<file path="src/rtl/bg_pkg.sv">
// Shared defaults and helpers for the background layer sequencer.
package bg_pkg;

    localparam int BG_NUM_LAYERS = 4;
    localparam int BG_PAN_W      = 5;
    localparam int BG_STAGGER    = 2;

    localparam int BG_MAX_LAYERS = 8;
    localparam int BG_MAX_PAN_W  = 16;

    typedef enum logic {
        ST_IDLE = 1'b0,
        ST_RUN  = 1'b1
    } seq_state_e;

    // Extracts layer idx's pan from a packed pan vector (zero-extended).
    function automatic logic [BG_MAX_PAN_W-1:0] pan_slice(
        input logic [BG_MAX_LAYERS*BG_MAX_PAN_W-1:0] pans,
        input int                                    idx,
        input int                                    pan_w
    );
        logic [BG_MAX_LAYERS*BG_MAX_PAN_W-1:0] shifted;
        logic [BG_MAX_PAN_W-1:0]               mask;
        shifted = pans >> (idx * pan_w);
        mask    = BG_MAX_PAN_W'((32'd1 << pan_w) - 32'd1);
        return shifted[BG_MAX_PAN_W-1:0] & mask;
    endfunction

endpackage

</file>
<file path="src/rtl/bg_priority_mux.sv">
// Registered priority compositor: lowest-index enabled layer with a set pixel wins.
module bg_priority_mux #(
    parameter int NUM_LAYERS = 4,
    parameter int IDX_W      = $clog2(NUM_LAYERS)
) (
    input  logic                  clk,
    input  logic                  reset,
    input  logic [NUM_LAYERS-1:0] enable,
    input  logic [NUM_LAYERS-1:0] pixel_in,
    output logic                  pixel_out,
    output logic [IDX_W-1:0]      pixel_layer,
    output logic                  pixel_valid
);

    logic [NUM_LAYERS-1:0] hit;
    logic                  valid_d, valid_q;
    logic [IDX_W-1:0]      layer_d, layer_q;

    always_comb begin
        hit     = enable & pixel_in;
        valid_d = |hit;
        layer_d = '0;
        // Scan from the top so the lowest set index is the last one written.
        for (int i = NUM_LAYERS - 1; i >= 0; i--) begin
            if (hit[i]) begin
                layer_d = IDX_W'(i);
            end
        end
    end

    always_ff @(posedge clk or posedge reset) begin
        if (reset) begin
            valid_q <= 1'b0;
            layer_q <= '0;
        end else begin
            valid_q <= valid_d;
            layer_q <= layer_d;
        end
    end

    assign pixel_out   = valid_q;
    assign pixel_layer = layer_q;
    assign pixel_valid = valid_q;

endmodule

</file>
<file path="src/rtl/bg_layer_sequencer.sv">
// Staggers per-layer line-start pulses, shadows enable/pan per line, and composites pixels.
module bg_layer_sequencer
    import bg_pkg::*;
#(
    parameter int NUM_LAYERS = BG_NUM_LAYERS,
    parameter int PAN_W      = BG_PAN_W,
    parameter int STAGGER    = BG_STAGGER
) (
    input  logic                          clk,
    input  logic                          reset,
    input  logic                          lineStarting,
    input  logic [NUM_LAYERS-1:0]         layerEnable,
    input  logic [NUM_LAYERS*PAN_W-1:0]   layerPan,
    input  logic [NUM_LAYERS-1:0]         layerPixelIn,
    output logic [NUM_LAYERS-1:0]         layerStartOut,
    output logic [NUM_LAYERS*PAN_W-1:0]   layerPanOut,
    output logic                          busy,
    output logic                          overrun,
    output logic                          pixelOut,
    output logic [$clog2(NUM_LAYERS)-1:0] pixelLayer,
    output logic                          pixelValid
);

    localparam int CNT_W = $clog2(NUM_LAYERS * STAGGER + 1);
    localparam int LAST  = (NUM_LAYERS - 1) * STAGGER;

    seq_state_e                  state_q, state_d;
    logic [CNT_W-1:0]            cnt_q, cnt_d;
    logic [NUM_LAYERS-1:0]       shadow_en_q, shadow_en_d;
    logic [NUM_LAYERS*PAN_W-1:0] shadow_pan_q, shadow_pan_d;
    logic                        overrun_q, overrun_d;
    logic                        final_slot;
    logic                        accept;

    assign final_slot = (state_q == ST_RUN) && (cnt_q == CNT_W'(LAST));
    assign accept     = lineStarting && ((state_q == ST_IDLE) || final_slot);

    always_comb begin
        state_d      = state_q;
        cnt_d        = cnt_q;
        shadow_en_d  = shadow_en_q;
        shadow_pan_d = shadow_pan_q;
        overrun_d    = lineStarting && !accept;
        if (accept) begin
            state_d      = ST_RUN;
            cnt_d        = '0;
            shadow_en_d  = layerEnable;
            shadow_pan_d = layerPan;
        end else if (state_q == ST_RUN) begin
            if (final_slot) begin
                state_d = ST_IDLE;
                cnt_d   = '0;
            end else begin
                cnt_d = cnt_q + 1'b1;
            end
        end
    end

    always_ff @(posedge clk or posedge reset) begin
        if (reset) begin
            state_q      <= ST_IDLE;
            cnt_q        <= '0;
            shadow_en_q  <= '0;
            shadow_pan_q <= '0;
            overrun_q    <= 1'b0;
        end else begin
            state_q      <= state_d;
            cnt_q        <= cnt_d;
            shadow_en_q  <= shadow_en_d;
            shadow_pan_q <= shadow_pan_d;
            overrun_q    <= overrun_d;
        end
    end

    // Each layer owns the slot where the counter equals i*STAGGER; disabled layers stay silent.
    always_comb begin
        layerStartOut = '0;
        for (int i = 0; i < NUM_LAYERS; i++) begin
            layerStartOut[i] = (state_q == ST_RUN) && (cnt_q == CNT_W'(i * STAGGER))
                               && shadow_en_q[i];
        end
    end

    assign busy        = (state_q == ST_RUN);
    assign overrun     = overrun_q;
    assign layerPanOut = shadow_pan_q;

    bg_priority_mux #(
        .NUM_LAYERS(NUM_LAYERS),
        .IDX_W     ($clog2(NUM_LAYERS))
    ) u_mux (
        .clk        (clk),
        .reset      (reset),
        .enable     (shadow_en_q),
        .pixel_in   (layerPixelIn),
        .pixel_out  (pixelOut),
        .pixel_layer(pixelLayer),
        .pixel_valid(pixelValid)
    );

endmodule

</file>
<file path="config.mk">
export PLATFORM = sky130hd
export DESIGN_NAME = bg_layer_sequencer
export DESIGN_NICKNAME = d
export VERILOG_FILES = /design/src/rtl/bg_pkg.sv /design/src/rtl/bg_priority_mux.sv /design/src/rtl/bg_layer_sequencer.sv
export SDC_FILE = /design/constraint.sdc
export NUM_CORES = 1
export LEC_CHECK = 0
export CAP_MARGIN = 20
export CORE_MARGIN = 2
export CORE_UTILIZATION = 40
export DETAILED_ROUTE_END_ITERATION = 7
export PLACE_DENSITY = 0.76
export REMOVE_ABC_BUFFERS = 1
export SLEW_MARGIN = 20
export SYNTH_ARGS = -nofsm -noshare
export SYNTH_HDL_FRONTEND = slang
export SYNTH_SLANG_ARGS = --single-unit
</file>
<file path="constraint.sdc">
create_clock -name clk -period 2.2 [get_ports clk]
set_input_delay 0.66 -clock clk [delete_from_list [all_inputs] [get_ports clk]]
set_output_delay 0.66 -clock clk [all_outputs]
set_load 0.05 [all_outputs]
</file>
==> out/metrics.csv <==
stage,metric,value,unit
drt,first_iter_violations,51,
grt,grt_pass1_vias,1092,
setup_path,worstPathMaxFanout,2,
place,dp.cells,204,
job,drv_cap,0,
sta,hold_viol,0,
yosys,synth_flop_cell,dfrtp_1,
sta,fin_crit,2.15,ns
floorplan,coreArea,0.00363,mm^2
outcome,status,finished clean,
yosys,netlist_top_cells_area,"dfrtp_1 (55%), mux2_4 (20%), mux2_2 (3.8%)",
sta,relSlewSlack,64.8,%
setup_path,crit_chain,"inv_2, ha_1, nor2b_1, and4_2, buf_12",
layout,instances_no_fill,216,
yosys,post-synth-top-area-cell,dfrtp_1,
floorplan,die-area,0.00425,mm^2
floorplan,die_w,65.2,um
sta,rsz0062_at_grt,false,
layout,final_nets,201,
setup_path,critPathCaptureType,output port,
yosys,yosysSeqAreaShare,55.1,%
grt,grt_max_degree,34,
yosys,syn_area,0.00150,mm^2
clock_tree,numClockSinks,33,
clock_tree,clk_path_buf_depth,2,
sta,fin_ws,0.0462,ns
min_path,hp-class,reg -> reg,
yosys,syn_area_per_cell,15.6,um^2
setup_path,crit_type,reg -> out,
yosys,yosys.area_share.xor_xnor,0,%
grt,grt_pass1_wl,5390,um
sta,skew,0.00585,ns
yosys,synth-edff-count,0,
yosys,synthMostInstantiatedCell,dfrtp_1,
sta,setup_viol,0,
layout,diodes,0,
place,pre_cts_ws,0.149,ns
yosys,async_flop_share,100,%
yosys,synthAdderAreaFrac,2.50,%
setup_path,crit_buf_inv,2,
setup_path,crit_path_start_kind,register,
drt,route.detailed.drc,0,
drt,avgRoutedWirePerCell,15.5,um
clock_tree,holdBufCountCts,0,
sta,hold_ws,0.514,ns
yosys,yosys_register_bits,33,
setup_path,crit_arrival,1.49,ns
clock_tree,htree_levels,2,
drt,met1_length,1380,um
place,port_buffers,60,
floorplan,start_util,41.3,%
setup_path,cp_slowest_cell,dfrtp_1,
sta,finalMaxSlewViolations,0,
floorplan,ios,61,
power,p_leak,1.05,nW
grt,antenna_found_initial,0,
layout,drive_above_1_share,34.5,%
setup_path,critPathMaxStageDelay,0.40,ns
drt,ant_nets,0,
yosys,synth_top_family_by_area,multiplexers,
place,dp_hpwl,2380,um
floorplan,die_y,65.2,um
drt,vias,1032,
sta,max_freq,464,MHz
yosys,synthMuxAreaShare,23.8,%
layout,syn2layout_area_growth,56.8,%
drt,wl_met3,167,um
clock_tree,clk_latency,0.29,ns
power,ir_worst_vdd,0.727,mV
sta,finalSetupTns,0,ns
drt,viasPerCell,4.78,
setup_path,crit_required,1.54,ns
drt,highest_layer,met4,
yosys,yosysTopAreaCellShare,55.1,%
place,dpl_cell_area,0.00218,mm^2
yosys,netlist_top_cells_count,"dfrtp_1 (33), mux2_4 (20), mux2_2 (5)",
clock_tree,root_buffer,clkbuf_8,
floorplan,fp-row-count,22,
grt,grt_overflow,0,
setup_path,path_delay_family,simple AND/OR/NAND/NOR gates,
clock_tree,cts_inserted_buffers,5,
yosys,yosysWarnings,0,
clock_tree,cts_tree,built,
yosys,synth_compound_area_share,5.84,%
yosys,synth_cells,96,
clock_tree,clk_pin_slew_worst_paths,0.07,ns
layout,finalInstanceArea,0.00235,mm^2
sta,tightest_slew,0.526,ns
drt,dr_wl_met2,1720,um
grt,grt.total_usage,17.3,%
place,gp_congestion,0.712,
drt,drt_wl_total,3340,um
power,powerDensity,1690,mW/mm^2
drt,drt-pass1-iter-count,2,
yosys,synthSimpleGateAreaFrac,8.51,%
yosys,synth_cell_types,27,
sta,fin_crit_sh,97.9,%
## metal layers
| layer | GRT usage, % | up-vias |
|---|---|---|
| li1 | - | 481 |
| met1 | 19.5 | 515 |
| met2 | 29.6 | 30 |
| met3 | 5.14 | 6 |
| met4 | 8.59 | 0 |
| met5 | 0 | - |
## state kept, by name, indices dropped and copies added, names as in the netlist
name	cells
busy	1
cnt_q	4
layerPanOut	20
overrun	1
shadow_en_q	4
u_mux.pixel_layer	2
u_mux.pixel_out	1
## worst paths after layout
path	from	end	slack, ns	depth (start not counted)
min in group asynchronous	reset	layerPanOut[12]	0.77	3
worst min register to register	layerPanOut[13]	layerPanOut[13]	0.51	1
max in group asynchronous	reset	busy	1.13	3
worst max register to register	cnt_q[0]	layerPanOut[1]	0.48	7
worst min-delay path	layerPanOut[13]	layerPanOut[13]	0.51	1
worst max-delay path	cnt_q[0]	layerStartOut[2]	0.05	5
## where the power goes
group / internal, mW / total [mW] / switching (mW) / leakage [nW]
Clock: 0.339 / 0.571 / 0.232 / 0.0543
Sequential: 0.901 / 1.11 / 0.212 / 0.397
Combinational: 1.02 / 2.28 / 1.26 / 0.598
Total: 2.26 / 3.97 / 1.71 / 1.05
## logic make-up after synthesis
| logic type | count (synthesis) |
|---|---|
| DFF | 33 |
| AOI/OAI and AO/OA | 10 |
| muxes | 25 |
| and+or+nand+nor | 18 |
| adders and majority gates | 3 |
| buffers and inverters | 7 |
## area by class of cell
type	instances	area [um^2]
repair buffers	68	708
clock inverters	3	46.3
flip-flops and latches	33	826
multi-input cells	56	631
clock buffers	5	68.8
well taps	48	60.1
inverters	3	11.3
fillers	275	1280
## cells in the final DEF, fill, tap and decap left out, types with 2 or more instances in the layout
cell type,Yosys,layout
buf_12,2,5
a22oi_1,2,2
nor2_1,2,2
inv_1,3,2
a22o_1,3,3
dfrtp_1,33,33
clkdlybuf4s50_1,0,54
buf_4,1,9
mux2_4,20,20
nor2b_1,3,2
clkbuf_8,0,5
ha_1,3,2
and3_1,2,2
mux2_2,5,5
nand2_1,2,2
## per-stage QoR
stage	utilization (%)	power, mW
6_report	64.7	3.97
5_1_grt	64.7	4.13
4_1_cts	64.0	3.95
3_5_place_dp	60.1	3.32
3_3_place_gp	60.1	3.27
2_1_floorplan	-	2.58
## timing repair
action | in CTS | in global routing
setup buffers | 2 | 2
setup endpoints to repair | 2 | 3
gates resized for setup | 3 | 3
(Power assumes the default switching activity.)
